===== config.mk =====
export PLATFORM = sky130hd
export DESIGN_NAME = mem_arbiter_flat
export DESIGN_NICKNAME = d
export VERILOG_FILES = /design/src/rtl/mem_arbiter_if.sv /design/src/rtl/mem_arbiter.sv /design/src/flat_wrapper.sv
export SDC_FILE = /design/constraint.sdc
export NUM_CORES = 1
export LEC_CHECK = 0
export BUFFER_PORTS_ARGS = -buffer_cell sky130_fd_sc_hd__buf_2
export CORE_ASPECT_RATIO = 0.7
export CORE_MARGIN = 8
export CORE_UTILIZATION = 40
export DETAILED_ROUTE_END_ITERATION = 12
export PLACE_DENSITY = 0.71
export SYNTH_ARGS = -nofsm -noshare
export SYNTH_HDL_FRONTEND = slang
export SYNTH_SLANG_ARGS = --single-unit

===== constraint.sdc =====
create_clock -name clk -period 2.1 [get_ports clk]
set_input_delay 0.42 -clock clk [delete_from_list [all_inputs] [get_ports clk]]
set_output_delay 0.42 -clock clk [all_outputs]
set_load 0.05 [all_outputs]

===== src/rtl/mem_arbiter_if.sv =====
// Request/response bundle between the fetch and load/store ports, the arbiter and the single-port data memory.
// The slave modport is the arbiter side. The master modport is the requesters plus the memory model.
interface mem_arbiter_if;
    logic        i_req;
    logic [31:0] i_addr;
    logic        i_gnt;
    logic        i_rvalid;
    logic [31:0] i_rdata;

    logic        d_req;
    logic        d_we;
    logic [31:0] d_addr;
    logic [31:0] d_wdata;
    logic        d_gnt;
    logic        d_rvalid;
    logic [31:0] d_rdata;

    logic [31:0] m_addr;
    logic [31:0] m_wdata;
    logic        m_wmem;
    logic        m_rmem;
    logic [31:0] m_rdata;

    modport slave (
        input  i_req, i_addr, d_req, d_we, d_addr, d_wdata, m_rdata,
        output i_gnt, i_rvalid, i_rdata, d_gnt, d_rvalid, d_rdata,
               m_addr, m_wdata, m_wmem, m_rmem
    );

    modport master (
        output i_req, i_addr, d_req, d_we, d_addr, d_wdata, m_rdata,
        input  i_gnt, i_rvalid, i_rdata, d_gnt, d_rvalid, d_rdata,
               m_addr, m_wdata, m_wmem, m_rmem
    );
endinterface


===== src/rtl/mem_arbiter.sv =====
// Two-port arbiter/sequencer for a single-port memory: grant at T, LAT access cycles, rvalid at T+LAT+1; losers hold req.
// MEM_ARB_RR_EN selects round-robin tie-breaking (default: data port always wins ties).
module mem_arbiter #(
    parameter int LAT = 2
) (
    input  logic          clk,
    input  logic          rst_n,
    mem_arbiter_if.slave  bus
);
    localparam int CW = (LAT > 1) ? $clog2(LAT) : 1;

    typedef enum logic [1:0] {IDLE, ACCESS, RESP} state_t;

    state_t        state_q, state_d;
    logic [CW-1:0] cnt_q, cnt_d;
    logic [31:0]   addr_q, wdata_q, ird_q, drd_q;
    logic          we_q, own_d_q;
    logic          slot, i_win, d_win, xfer, last;

    assign slot = (state_q == IDLE) || (state_q == RESP);
    assign xfer = i_win | d_win;
    assign last = (state_q == ACCESS) && (cnt_q == '0);

`ifdef MEM_ARB_RR_EN
    // Set when the data port owns the next tie; flips to the other side on every transfer.
    logic prio_d_q;

    always_comb begin
        d_win = slot & bus.d_req & (~bus.i_req | prio_d_q);
        i_win = slot & bus.i_req & (~bus.d_req | ~prio_d_q);
    end

    always_ff @(posedge clk or negedge rst_n) begin
        if (!rst_n) begin
            prio_d_q <= 1'b1;
        end else if (xfer) begin
            prio_d_q <= i_win;
        end
    end
`else
    always_comb begin
        d_win = slot & bus.d_req;
        i_win = slot & bus.i_req & ~bus.d_req;
    end
`endif

    always_ff @(posedge clk or negedge rst_n) begin
        if (!rst_n) begin
            state_q <= IDLE;
            cnt_q   <= '0;
        end else begin
            state_q <= state_d;
            cnt_q   <= cnt_d;
        end
    end

    always_comb begin
        state_d = state_q;
        cnt_d   = cnt_q;
        case (state_q)
            IDLE:    if (xfer) state_d = ACCESS;
            ACCESS:  if (cnt_q == '0) state_d = RESP;
            RESP:    state_d = xfer ? ACCESS : IDLE;
            default: state_d = IDLE;
        endcase
        if (xfer) begin
            cnt_d = CW'(LAT - 1);
        end else if ((state_q == ACCESS) && (cnt_q != '0)) begin
            cnt_d = cnt_q - CW'(1);
        end
    end

    always_comb begin
        bus.i_gnt    = i_win;
        bus.d_gnt    = d_win;
        bus.m_rmem   = (state_q == ACCESS) & ~we_q;
        // Stores strobe only on the closing access cycle so each one writes exactly once.
        bus.m_wmem   = last & we_q;
        bus.i_rvalid = (state_q == RESP) & ~own_d_q;
        bus.d_rvalid = (state_q == RESP) & own_d_q;
        bus.m_addr   = addr_q;
        bus.m_wdata  = wdata_q;
        bus.i_rdata  = ird_q;
        bus.d_rdata  = drd_q;
    end

    always_ff @(posedge clk or negedge rst_n) begin
        if (!rst_n) begin
            addr_q  <= '0;
            wdata_q <= '0;
            we_q    <= 1'b0;
            own_d_q <= 1'b0;
            ird_q   <= '0;
            drd_q   <= '0;
        end else begin
            if (xfer) begin
                addr_q  <= d_win ? bus.d_addr : bus.i_addr;
                wdata_q <= d_win ? bus.d_wdata : wdata_q;
                we_q    <= d_win & bus.d_we;
                own_d_q <= d_win;
            end
            if (last && !we_q) begin
                if (own_d_q) drd_q <= bus.m_rdata;
                else         ird_q <= bus.m_rdata;
            end
        end
    end
endmodule


===== src/flat_wrapper.sv =====
// flat-port wrapper written by rule: the top's interface ports become plain ports
module mem_arbiter_flat 
#(
    parameter int LAT = 2
)
  (clk, rst_n, bus_i_req, bus_i_addr, bus_d_req, bus_d_we, bus_d_addr, bus_d_wdata, bus_m_rdata, bus_i_gnt, bus_i_rvalid, bus_i_rdata, bus_d_gnt, bus_d_rvalid, bus_d_rdata, bus_m_addr, bus_m_wdata, bus_m_wmem, bus_m_rmem);
  mem_arbiter_if bus_i ();
  input  logic clk;
  input  logic rst_n;
  input wire logic [$bits(bus_i.i_req)-1:0] bus_i_req;
  input wire logic [$bits(bus_i.i_addr)-1:0] bus_i_addr;
  input wire logic [$bits(bus_i.d_req)-1:0] bus_d_req;
  input wire logic [$bits(bus_i.d_we)-1:0] bus_d_we;
  input wire logic [$bits(bus_i.d_addr)-1:0] bus_d_addr;
  input wire logic [$bits(bus_i.d_wdata)-1:0] bus_d_wdata;
  input wire logic [$bits(bus_i.m_rdata)-1:0] bus_m_rdata;
  output wire logic [$bits(bus_i.i_gnt)-1:0] bus_i_gnt;
  output wire logic [$bits(bus_i.i_rvalid)-1:0] bus_i_rvalid;
  output wire logic [$bits(bus_i.i_rdata)-1:0] bus_i_rdata;
  output wire logic [$bits(bus_i.d_gnt)-1:0] bus_d_gnt;
  output wire logic [$bits(bus_i.d_rvalid)-1:0] bus_d_rvalid;
  output wire logic [$bits(bus_i.d_rdata)-1:0] bus_d_rdata;
  output wire logic [$bits(bus_i.m_addr)-1:0] bus_m_addr;
  output wire logic [$bits(bus_i.m_wdata)-1:0] bus_m_wdata;
  output wire logic [$bits(bus_i.m_wmem)-1:0] bus_m_wmem;
  output wire logic [$bits(bus_i.m_rmem)-1:0] bus_m_rmem;
  assign bus_i.i_req = bus_i_req;
  assign bus_i.i_addr = bus_i_addr;
  assign bus_i.d_req = bus_d_req;
  assign bus_i.d_we = bus_d_we;
  assign bus_i.d_addr = bus_d_addr;
  assign bus_i.d_wdata = bus_d_wdata;
  assign bus_i.m_rdata = bus_m_rdata;
  assign bus_i_gnt = bus_i.i_gnt;
  assign bus_i_rvalid = bus_i.i_rvalid;
  assign bus_i_rdata = bus_i.i_rdata;
  assign bus_d_gnt = bus_i.d_gnt;
  assign bus_d_rvalid = bus_i.d_rvalid;
  assign bus_d_rdata = bus_i.d_rdata;
  assign bus_m_addr = bus_i.m_addr;
  assign bus_m_wdata = bus_i.m_wdata;
  assign bus_m_wmem = bus_i.m_wmem;
  assign bus_m_rmem = bus_i.m_rmem;
  mem_arbiter #(.LAT(LAT)) u_core (.clk(clk), .rst_n(rst_n), .bus(bus_i));
endmodule

# ---- Yosys cells after proc, flatten, opt, wreduce, memory -nomap -nowiden
# Index checks and enable logic that the tools add are counted.
dict set report classes {
  n_addsub 1
  n_eq_ne 4
  muxes 7
  bitwise 13
  n_reduce_logical 11
}
# cell count
set op_table {}
lappend op_table {{two-way mux 32 bit} 1}
lappend op_table {{bitwise AND 1 bit} 8}
lappend op_table {{AND reduction 2 bit} 4}
lappend op_table {{case mux 2 bit (3 select lines)} 1}
lappend op_table {{two-way mux 2 bit} 2}
lappend op_table {{NOT 1 bit} 4}
lappend op_table {{logical AND 1 bit} 3}
lappend op_table {{two-way mux 1 bit} 3}
lappend op_table {{== test 2 x 1 -> 1 bit (second input constant)} 1}
lappend op_table {{== test 2 bit (second input constant)} 1}
lappend op_table {{zero test 2 bit} 1}
lappend op_table {{inequality test 2 x 1 -> 1 bit (second input constant)} 1}
lappend op_table {{inequality test 2 bit (second input constant)} 1}
lappend op_table {{nonzero test 2 bit} 1}
lappend op_table {{zero test 1 bit} 1}
lappend op_table {{logical OR 1 bit} 1}
lappend op_table {{bitwise OR 1 bit} 1}
lappend op_table {{subtractor 1 bit (second input constant)} 1}
dict set report word_totals {
  regBits 133
  elab_cells 44
}

# ---- Depth between registers and ports, before layout
# Gate-level depths: netlist of run 1.
dict set report logic_depth {
  ltp_word 7
  mapped_depth 6
  mapped_depth_nobuf 3
}

# ---- Worst setup path before layout of run 1
# OpenSTA, ideal clock, no wires.
dict set report synth_path {
  kind {reg-to-output}
  start {reg u_core.own_d_q}
  end {out bus_i_rvalid}
  arrival_ps 1620
  t_required_ps 1680
  setup_slack_ps 60
  path_stages_with_launch 2
  path_cell_list {dfrtp_1 nor3b_1}
}
dict set report synth_between {
  elab_chain_len 2
}
# item line_no
set synth_lines {}
lappend synth_lines {{start: declaration} mem_arbiter.sv:17} ;# logic we_q, own_d_q;
lappend synth_lines {{start signal: assignment} mem_arbiter.sv:100} ;# own_d_q <= d_win;
lappend synth_lines {{NOT 1 bit} mem_arbiter.sv:79} ;# bus.i_rvalid = (state_q == RESP) & ~own_d_q;
lappend synth_lines {{bitwise AND 1 bit} mem_arbiter.sv:79}
lappend synth_lines {{end: declaration} flat_wrapper.sv:18} ;# output wire logic [$bits(bus_i.i_rvalid)-1:0] bus_i_rvalid;
# Every way passes these cells.

# ---- Final worst setup path of run 1
dict set report layout_path {
  start {reg u_core.cnt_q}
  end {out bus_m_wmem}
}
dict set report layout_between {
  elab_chain_len 3
}
# item line_no
set layout_lines {}
lappend layout_lines {{start: declaration} mem_arbiter.sv:15} ;# logic [CW-1:0] cnt_q, cnt_d;
lappend layout_lines {{start signal: assignment} mem_arbiter.sv:53} ;# cnt_q <= cnt_d;
lappend layout_lines {{NOT 1 bit} mem_arbiter.sv:22} ;# assign last = (state_q == ACCESS) && (cnt_q == '0);
lappend layout_lines {{logical AND 1 bit} mem_arbiter.sv:22}
lappend layout_lines {{bitwise AND 1 bit} mem_arbiter.sv:78} ;# bus.m_wmem = last & we_q;
lappend layout_lines {{end: declaration} flat_wrapper.sv:25} ;# output wire logic [$bits(bus_i.m_wmem)-1:0] bus_m_wmem;
# Every way passes these cells.

==> results.md, run 1 <==
* Run status: finished clean
* FF-to-FF path depth at 4
* Final Max Tran Viols at 0
* CTS tree: yes
* Root Buffer: clkbuf_16
* Fmax at 505 MHz
* CP required at 1.68 ns
* I/O Pins at 267
* GRT Total Usage at 16.7%
* Worst-Margin Slew at 0.587 ns
* Vias in the first global route at 4215
* Register-to-register setup slack at 0.37 ns
* Via Count at 3826
* Initial core utilization at 41.1%
* Flops & latches, synth at 133
* Cell area after synthesis at 5420 um2
* Mapped Cells at 364
* Fill count at 1073
* Die height at 113 um
* Metal-1 WL at 5.97 mm
* Min-Delay Path Depth at 2
* Period utilization at 94.3%
* CTS buffer count at 17
* CP max stage delay at 0.45 ns
* Hold path startpoint: bus_d_we
* Clk sinks at 133
* Wire length on met2 at 7.39 mm
* Drt via density at 4.58
* Register area share after synthesis at 61.4%
* Slew Limit Headroom at 60.9%
* Setup Viol. Count Final at 0
* Max cap viols at 0
* # port buffers at 266
* First-pass GRT wire length at 23.1 mm
* Post-DP HPWL at 11.4 mm
* Layout area overhead at 40.9%
* Routed met3 length at 1.19 mm
* Initial drt markers at 167
* Hold Path Sink: u_core.we_q
* Final nets at 771
* Mapped Nets at 497
* Core footprint at 13200 um2
* Ant diodes at 0
* Residual DRC at 0
* CTS max path bufs at 2
* Worst path slowest cell: dfrtp_1
* Critical path capture point type: primary output
* Final min period at 1.98 ns
* Crit path cell chain: nor3b_4 > and2_1 > buf_2
* Hold Vio Cnt, Final at 0
* Die Width at 155 um
* Wire per inst at 17.5 um
* Total grt overflow at 0
* CP Data Arrival Time at 1.56 ns
* Initial antenna violation count at 0
* Fraction of layout cells with a size suffix above 1 at 62.5%
* H-tree Lvls at 4
* CP max FO at 4
* Post-CTS Setup Inserts at 0
* Largest net degree at the start of global routing at 55
* Fin Setup TNS at 0 ns
* Worst setup SP type: register
* RSZ-0062 raised after global routing: false
* Crit Path Class: register to primary output
* Top routing layer used: met4
* First-pass DRT Iterations at 4
* Mean Syn Cell Area at 14.9 um2
* Synth cell types at 25
* FF-to-FF Start: u_core.state_q[0]
* Std-Cell Rows at 35
* Clock Latency Late Sink at 0.40 ns
* Die area at 17600 um2
* Synthesis Warnings at 0
* Post-Route WL at 14.6 mm
* Routability cong. at 0.781
* RR Endpoint: u_core.bus.d_rdata[25]
* Tightest Hold Check Type: primary input to register
* Clock transition at the registers of the reported paths at 0.06 ns
* Remaining antenna violation count at 0
* Worst Skew at 0.00898 ns
## metal layers
layer / up-vias / global-route usage (%)
met3: 7 / 6.69
met1: 1845 / 19.6
met2: 150 / 28.1
met4: 0 / 4.29
met5: - / 0
li1: 1824 / -
## sequential cells by signal (all words and copies together), names as in the netlist
register            cells
u_core.own_d_q          1
u_core.we_q             1
u_core.state_q          2
u_core.bus.m_addr      32
u_core.bus.m_wdata     32
u_core.bus.d_rdata     32
u_core.cnt_q            1
u_core.bus.i_rdata     32
## cells in the final DEF, fill, tap and decap left out, types with 2 or more instances in the layout
cell,instances
nand2b_1,2
mux2_1,2
buf_4,6
mux2_2,64
o21ai_1,5
bufinv_16,4
nor2_1,2
clkinv_4,2
buf_2,265
mux2i_1,32
inv_6,4
o21ai_0,28
dfrtp_1,132
clkbuf_16,17
inv_8,3
nand2_1,34
buf_12,4
mux2_4,30
## cell families (layout without fill, tap and decap cells)
family | after synthesis | count (layout) | synth area share (%)
DFF | 133 | 133 | 61.4
muxes | 128 | 128 | 27.9
and+or+nand+nor | 45 | 45 | 4.36
buffers and inverters | 22 | 309 | 2.79
AOI/OAI and AO/OA | 36 | 36 | 3.49
## per-stage QoR
step / worst slack, ns / std cells / cell area (um2) / hold WS, ns / util [%]
floorplan: 0.0595 / 364 / 5420 / 0.124 / -
finish: 0.119 / 836 / 7640 / 0.240 / 57.9
CTS: 0.0250 / 836 / 7640 / 0.220 / 57.9
global placement: 0.378 / 803 / 6970 / 0.393 / 52.9
global route: 0.0407 / 836 / 7640 / 0.219 / 57.9
detailed placement: 0.327 / 803 / 6970 / 0.404 / 52.9
## worst max path at each step
stage	from	to	slack, ns
after CTS	u_core.state_q[0]	bus_m_wmem	0.03
final	u_core.cnt_q	bus_m_wmem	0.12
after global placement	u_core.state_q[0]	u_core.bus.d_rdata[25]	0.38
after floorplan	u_core.own_d_q	bus_i_rvalid	0.06
after global routing	u_core.cnt_q	bus_m_wmem	0.04
after detailed placement	u_core.state_q[0]	u_core.bus.d_rdata[26]	0.33
## area by class of cell
class	instances	area [um2]	share of cell area (%)
multi-input combinational	209	1960	25.6
timing repair buffer	276	1460	19.1
clock inverter	14	214	2.80
sequential	133	3330	43.6
inverter	1	3.75	0.0491
tap	185	231	3.03
clock buffer	18	439	5.75
## Yosys cell counts
library cell  instances  area, um2
dfrtp_1             133       3330
nor3b_4               1       18.8
inv_1                 1       3.75
o21ai_1               5       25.0
o21ai_0              28        140
and3b_1               1       8.76
mux2i_1              32        320
buf_6                 6       67.6
nor4_4                1       21.3
nand2b_1              2       12.5
nand3b_4              1       20.0
clkbuf_1              4       15.0
nor2b_1               1       6.26
and2_1                1       6.26
buf_2                 7       35.0
mux2_2               64        721
mux2_4               30        450
a21o_1                1       7.51
buf_4                 4       30.0
mux2_1                2       22.5
nand2_1              34        128
a22o_1                1       8.76
o21bai_1              1       7.51
nor2_1                2       7.51
nor3b_1               1       7.51
## timing repair
| item | CTS | global route |
|---|---|---|
| setup endpoints to repair | 0 | 1 |
| gates resized for setup | 0 | 1 |
| hold buffers | 1 | 0 |
| endpoints found under the hold margin | 33 | 0 |
## worst max-delay path: cells and delay by family (launching register included)
family / cells / cell delay, ns
and+or+nand+nor: 2 / 0.43
DFF: 1 / 0.45
buffers and inverters: 1 / 0.27
Power of run 1 is not shown: default switching activity piles up to over one toggle a cycle in this logic, so the estimate is an artifact.
==> inputs of run 2 (changes only) <==
Settings changed: CORE_UTILIZATION 40 to 35, PLACE_DENSITY 0.71 to unset.
==> run 2 against run 1 <==
Against the previous run:
- critical path depth stayed put
- cell count is 2.0% higher
- worst setup slack better by 0.020 ns
- maximum frequency is 1.0% higher
- core utilization is 8.0 points lower
- via count is 0.60% higher
- first-iteration DRC count is 20% lower
- flip-flop and latch count stayed put
- global-route usage is 2.1 points lower
- cell area hardly changed
==> results.md, run 2 (synthesis results as in run 1) <==
* Run status: finished clean
* GRT Total Usage at 14.6% (-2.1 points)
* Register-to-register setup slack at 0.34 ns (-0.03 ns)
* Std-Cell Rows at 38 (+8.6%)
* Total grt overflow at 0 (unchanged)
* Clock Latency Late Sink at 0.42 ns (+0.02 ns)
* Period utilization at 93.4% (-0.94 points)
* Max cap viols at 0 (unchanged)
* Initial core utilization at 35.4% (-5.7 points)
* Most common cell after layout, fill and taps aside: buf_2
* CP Data Arrival Time at 1.54 ns (-0.02 ns)
* CP required at 1.68 ns (about the same)
* Via Count at 3849 (+0.60%)
* Clk sinks at 133 (unchanged)
* CTS max path bufs at 2 (unchanged)
* Ant diodes at 0 (unchanged)
* Die area at 19800 um2 (+12%)
* H-tree Lvls at 4 (unchanged)
* # port buffers at 266 (unchanged)
* Vias in the first global route at 4240 (+0.59%)
* CP max FO at 4 (unchanged)
* Largest net degree at the start of global routing at 68 (+24%)
* Fmax at 510 MHz (+1.0%)
* Drt via density at 4.51 (-1.4%)
* Initial drt markers at 134 (-20%)
* Crit Path Class: register to primary output
* CTS tree: yes
* First-pass DRT Iterations at 4 (unchanged)
* Tightest Hold Check Type: primary input to register
* Final nets at 773 (+0.26%)
* I/O Pins at 267 (unchanged)
* Worst Skew at 0.00978 ns (+0.000803 ns)
* Setup Viol. Count Final at 0 (unchanged)
* RSZ-0062 raised after global routing: false
* Root Buffer: clkbuf_16
* Layout area overhead at 41.0% (about the same)
* Hold Vio Cnt, Final at 0 (unchanged)
* Worst setup SP type: register
* First-pass GRT wire length at 22.7 mm (-1.9%)
* Residual DRC at 0 (unchanged)
* Initial antenna violation count at 1 (+1)
* Hold slack at 0.231 ns (-0.00865 ns)
* Worst-Margin Slew at 0.614 ns (+0.0264 ns)
* Post-Route WL at 14.5 mm (-1.0%)
* Final min period at 1.96 ns (-0.0198 ns)
* Layout Cells excl Fill at 853 (+2.0%)
* Fraction of layout cells with a size suffix above 1 at 62.5% (about the same)
* Routability cong. at 0.752 (-3.7%)
* Slew Limit Headroom at 59.1% (-1.8 points)
* Critical path capture point type: primary output
* Die Width at 165 um (+6.2%)
* Final Max Tran Viols at 0 (unchanged)
* Post-DP HPWL at 11.3 mm (-0.55%)
* Die height at 120 um (+5.9%)
* Fin Setup TNS at 0 ns (unchanged)
* Clock transition at the registers of the reported paths at 0.06 ns (about the same)
* Remaining antenna violation count at 0 (unchanged)
* DP Cell Count at 820 (+2.1%)
* Core footprint at 15300 um2 (+16%)
* Most frequent cells in the layout: 264 x buf_2, 132 x dfrtp_1, 64 x mux2_2, 34 x nand2_1, 32 x mux2i_1
* CTS buffer count at 17 (unchanged)
* Wire per inst at 17.0 um (-3.0%)
## run 2: cell type report
| cell class | count | area, um2 |
|---|---|---|
| clock buffer | 18 | 429 |
| clock inverter | 14 | 175 |
| fill | 1378 | 7670 |
| inverter | 1 | 3.75 |
| multi-input combinational | 209 | 1960 |
| sequential | 133 | 3330 |
| tap | 200 | 250 |
| timing repair buffer | 278 | 1500 |
## run 2: critical path, cell delays in order, from the launching register on
cell      delay, ns
dfrtp_1        0.46
nor3b_4        0.28
and2_1         0.16
clkbuf_4       0.23
## run 2: repair_timing
action	CTS	global route
endpoints found under the setup margin	0	1
setup buffers	0	0
resized for setup	0	2
hold endpoints to repair	41	0
hold buffers	1	0
## run 2: path summary, 6_finish.rpt
check                           cells past startpoint                     end            startpoint
worst min register to register                      2    u_core.bus.m_addr[3]  u_core.bus.m_addr[3]
worst min-delay path                                2   u_core.bus.m_wdata[2]        bus_d_wdata[2]
worst max-delay path                                3              bus_m_wmem          u_core.cnt_q
worst max register to register                      4  u_core.bus.d_rdata[25]     u_core.state_q[0]
max in group asynchronous                           3   u_core.bus.m_addr[20]                 rst_n
min in group asynchronous                           2   u_core.bus.d_rdata[7]                 rst_n
## run 2: metal layers
layer	routed length (um)	track usage [%]	share of wire, %	vias to the layer above
met3	1260	5.47	8.7	18
li1	-	-	-	1834
met1	5970	17.1	41	1854
met2	7060	24.1	49	141
met4	192	5.56	1.3	2
met5	10	0	0.069	-
## run 2: metrics by stage
step | setup WS [ns] | instance area [um2] | utilization (%)
floorplan | 0.0595 | 5420 | -
CTS | 0.0203 | 7640 | 49.9
finish | 0.139 | 7640 | 49.9
global placement | 0.359 | 7020 | 45.9
global route | 0.0500 | 7640 | 49.9
detailed placement | 0.302 | 7020 | 45.9
Power of run 2 is left out for the same reason.
==> inputs of run 3 (changes only) <==
Clock period 2.1 ns to 2.25 ns, I/O delays scaled along.
==> run 3 against run 2 <==
Against the previous run:
- cell area fell by 0.57%
- non-clock buffer count fell by 3
- worst setup slack better by 0.053 ns
==> results.md, run 3 (synthesis results as in run 1) <==
* Run status: finished clean
* Ant diodes at 0 (unchanged)
* Worst Setup EP: bus_m_wmem
* Max cap viols at 0 (unchanged)
* Worst setup margin at 0.192 ns (+0.0530 ns)
* Drt via density at 4.46 (-1.1%)
* Initial drt markers at 154 (+15%)
* CP max FO at 7 (+3)
* Setup Viol. Count Final at 0 (unchanged)
* Fin util at 49.6% (-0.29 points)
* Tightest Hold Check Type: primary input to register
* DP Cell Count at 817 (-0.37%)
* Layout area overhead at 40.2%
* Final min period at 2.06 ns
* Std-Cell Rows at 38 (unchanged)
* Fmax at 486 MHz
* Hold Vio Cnt, Final at 0 (unchanged)
* Pre-CTS setup slack at 0.368 ns (+0.0662 ns)
* Final Max Tran Viols at 0 (unchanged)
* Critical path capture point type: primary output
* CP required at 1.80 ns (+0.12 ns)
* Die area at 19800 um2 (unchanged)
* # port buffers at 266 (unchanged)
* RR Endpoint: u_core.bus.d_rdata[3]
* Register-to-register setup slack at 0.36 ns (+0.02 ns)
* Period utilization at 91.5%
* Post-Route WL at 14.2 mm (-2.4%)
* Die Width at 165 um (unchanged)
* Post-CTS Setup Inserts at 0 (unchanged)
* Clk sinks at 133 (unchanged)
* First-pass DRT Iterations at 4 (unchanged)
* Largest net degree at the start of global routing at 68 (unchanged)
* Worst setup SP type: register
* CTS buffer count at 17 (unchanged)
* Fraction of layout cells with a size suffix above 1 at 62.2% (-0.23 points)
* Layout Cells excl Fill at 849 (-0.47%)
* Via Count at 3790 (-1.5%)
* Critical Path Start: u_core.state_q[0]
* CTS tree: yes
* CP Data Arrival Time at 1.61 ns (+0.07 ns)
* Clock transition at the registers of the reported paths at 0.06 ns (about the same)
* Routability cong. at 0.747 (-0.59%)
* H-tree Lvls at 4 (unchanged)
* Total grt overflow at 0 (unchanged)
* I/O Pins at 267 (unchanged)
* Worst-Margin Slew at 0.576 ns (-0.0379 ns)
* Post-DP HPWL at 10.8 mm (-4.3%)
* Vias in the first global route at 4230 (-0.24%)
* Initial antenna violation count at 0 (-1)
* Remaining antenna violation count at 0 (unchanged)
* Wire per inst at 16.7 um (-1.9%)
* Worst Skew at 0.00650 ns (-0.00328 ns)
* Residual DRC at 0 (unchanged)
* Slew Limit Headroom at 61.6% (+2.5 points)
* Most frequent cells in the layout: 265 x buf_2, 133 x dfrtp_1, 64 x mux2_2, 34 x nand2_1, 32 x mux2i_1
* CTS max path bufs at 2 (unchanged)
* FF-to-FF path depth at 4 (unchanged)
* Crit Path Class: register to primary output
* Die height at 120 um (unchanged)
* Root Buffer: clkbuf_16
* Clock Latency Late Sink at 0.41 ns (about the same)
* Most common cell after layout, fill and taps aside: buf_2
* Fin Setup TNS at 0 ns (unchanged)
* Final nets at 770 (-0.39%)
* Core footprint at 15300 um2 (unchanged)
* FF-to-FF Start: u_core.state_q[0]
* RSZ-0062 raised after global routing: false
* First-pass GRT wire length at 22.7 mm (about the same)
* Initial core utilization at 35.4% (unchanged)
* GRT Total Usage at 14.6% (-0.043 points)
==> run 3: changes by cell type in the layout (fill, tap and decap cells not counted), sizes merged <==
cell      previous run  this run
buf                276       274
clkbuf              19        17
clkinv               5         8
clkinvlp             3         2
inv                  4         2
==> run 3: layer usage <==
metal  wire [um]  up-vias  track usage (%)  part of all wire (%)
met3        1130       10             5.13                   8.0
met4         139        0             4.38                  0.98
li1            -     1821                -                     -
met2        6780      145             23.4                    48
met1        6110     1814             18.2                    43
met5           0        -                0                     0
==> run 3: how the worst min path moves through the flow <==
stage | from | to | slack [ns] | cells past startpoint
2_1_floorplan | rst_n | u_core.bus.d_rdata[0] | 0.15 | 0
3_3_place_gp | rst_n | u_core.bus.i_rdata[8] | 0.43 | 1
3_5_place_dp | rst_n | u_core.bus.d_rdata[8] | 0.43 | 1
4_1_cts | bus_d_we | u_core.we_q | 0.24 | 2
5_1_grt | bus_d_wdata[1] | u_core.bus.m_wdata[1] | 0.25 | 2
6_report | bus_d_we | u_core.we_q | 0.27 | 2
==> run 3: stage by stage <==
step	cell area [um2]	hold slack, ns
2_1_floorplan	5420	0.154
3_3_place_gp	7000	0.429
3_5_place_dp	7000	0.434
4_1_cts	7600	0.245
5_1_grt	7600	0.251
6_report	7600	0.266
==> run 3: critical path, cell delays in order, from the launching register on <==
cell     delay [ns]
dfrtp_1        0.47
nor3b_4        0.30
and2_1         0.16
buf_2          0.26
==> run 3: what timing repair did <==
item                                   CTS  global route
setup endpoints to repair                0             0
resized for setup                        0             0
hold buffers                             1             0
endpoints found under the hold margin   48             0
==> run 3: area by class of cell <==
type                    instances  area (um2)
repair buffers                275        1470
clock inverters                14         161
inverters                       1        3.75
well taps                     200         250
flip-flops and latches        133        3330
fillers                      1357        7710
clock buffers                  17         425
multi-input cells             209        1960
Power of run 3 is left out for the same reason.
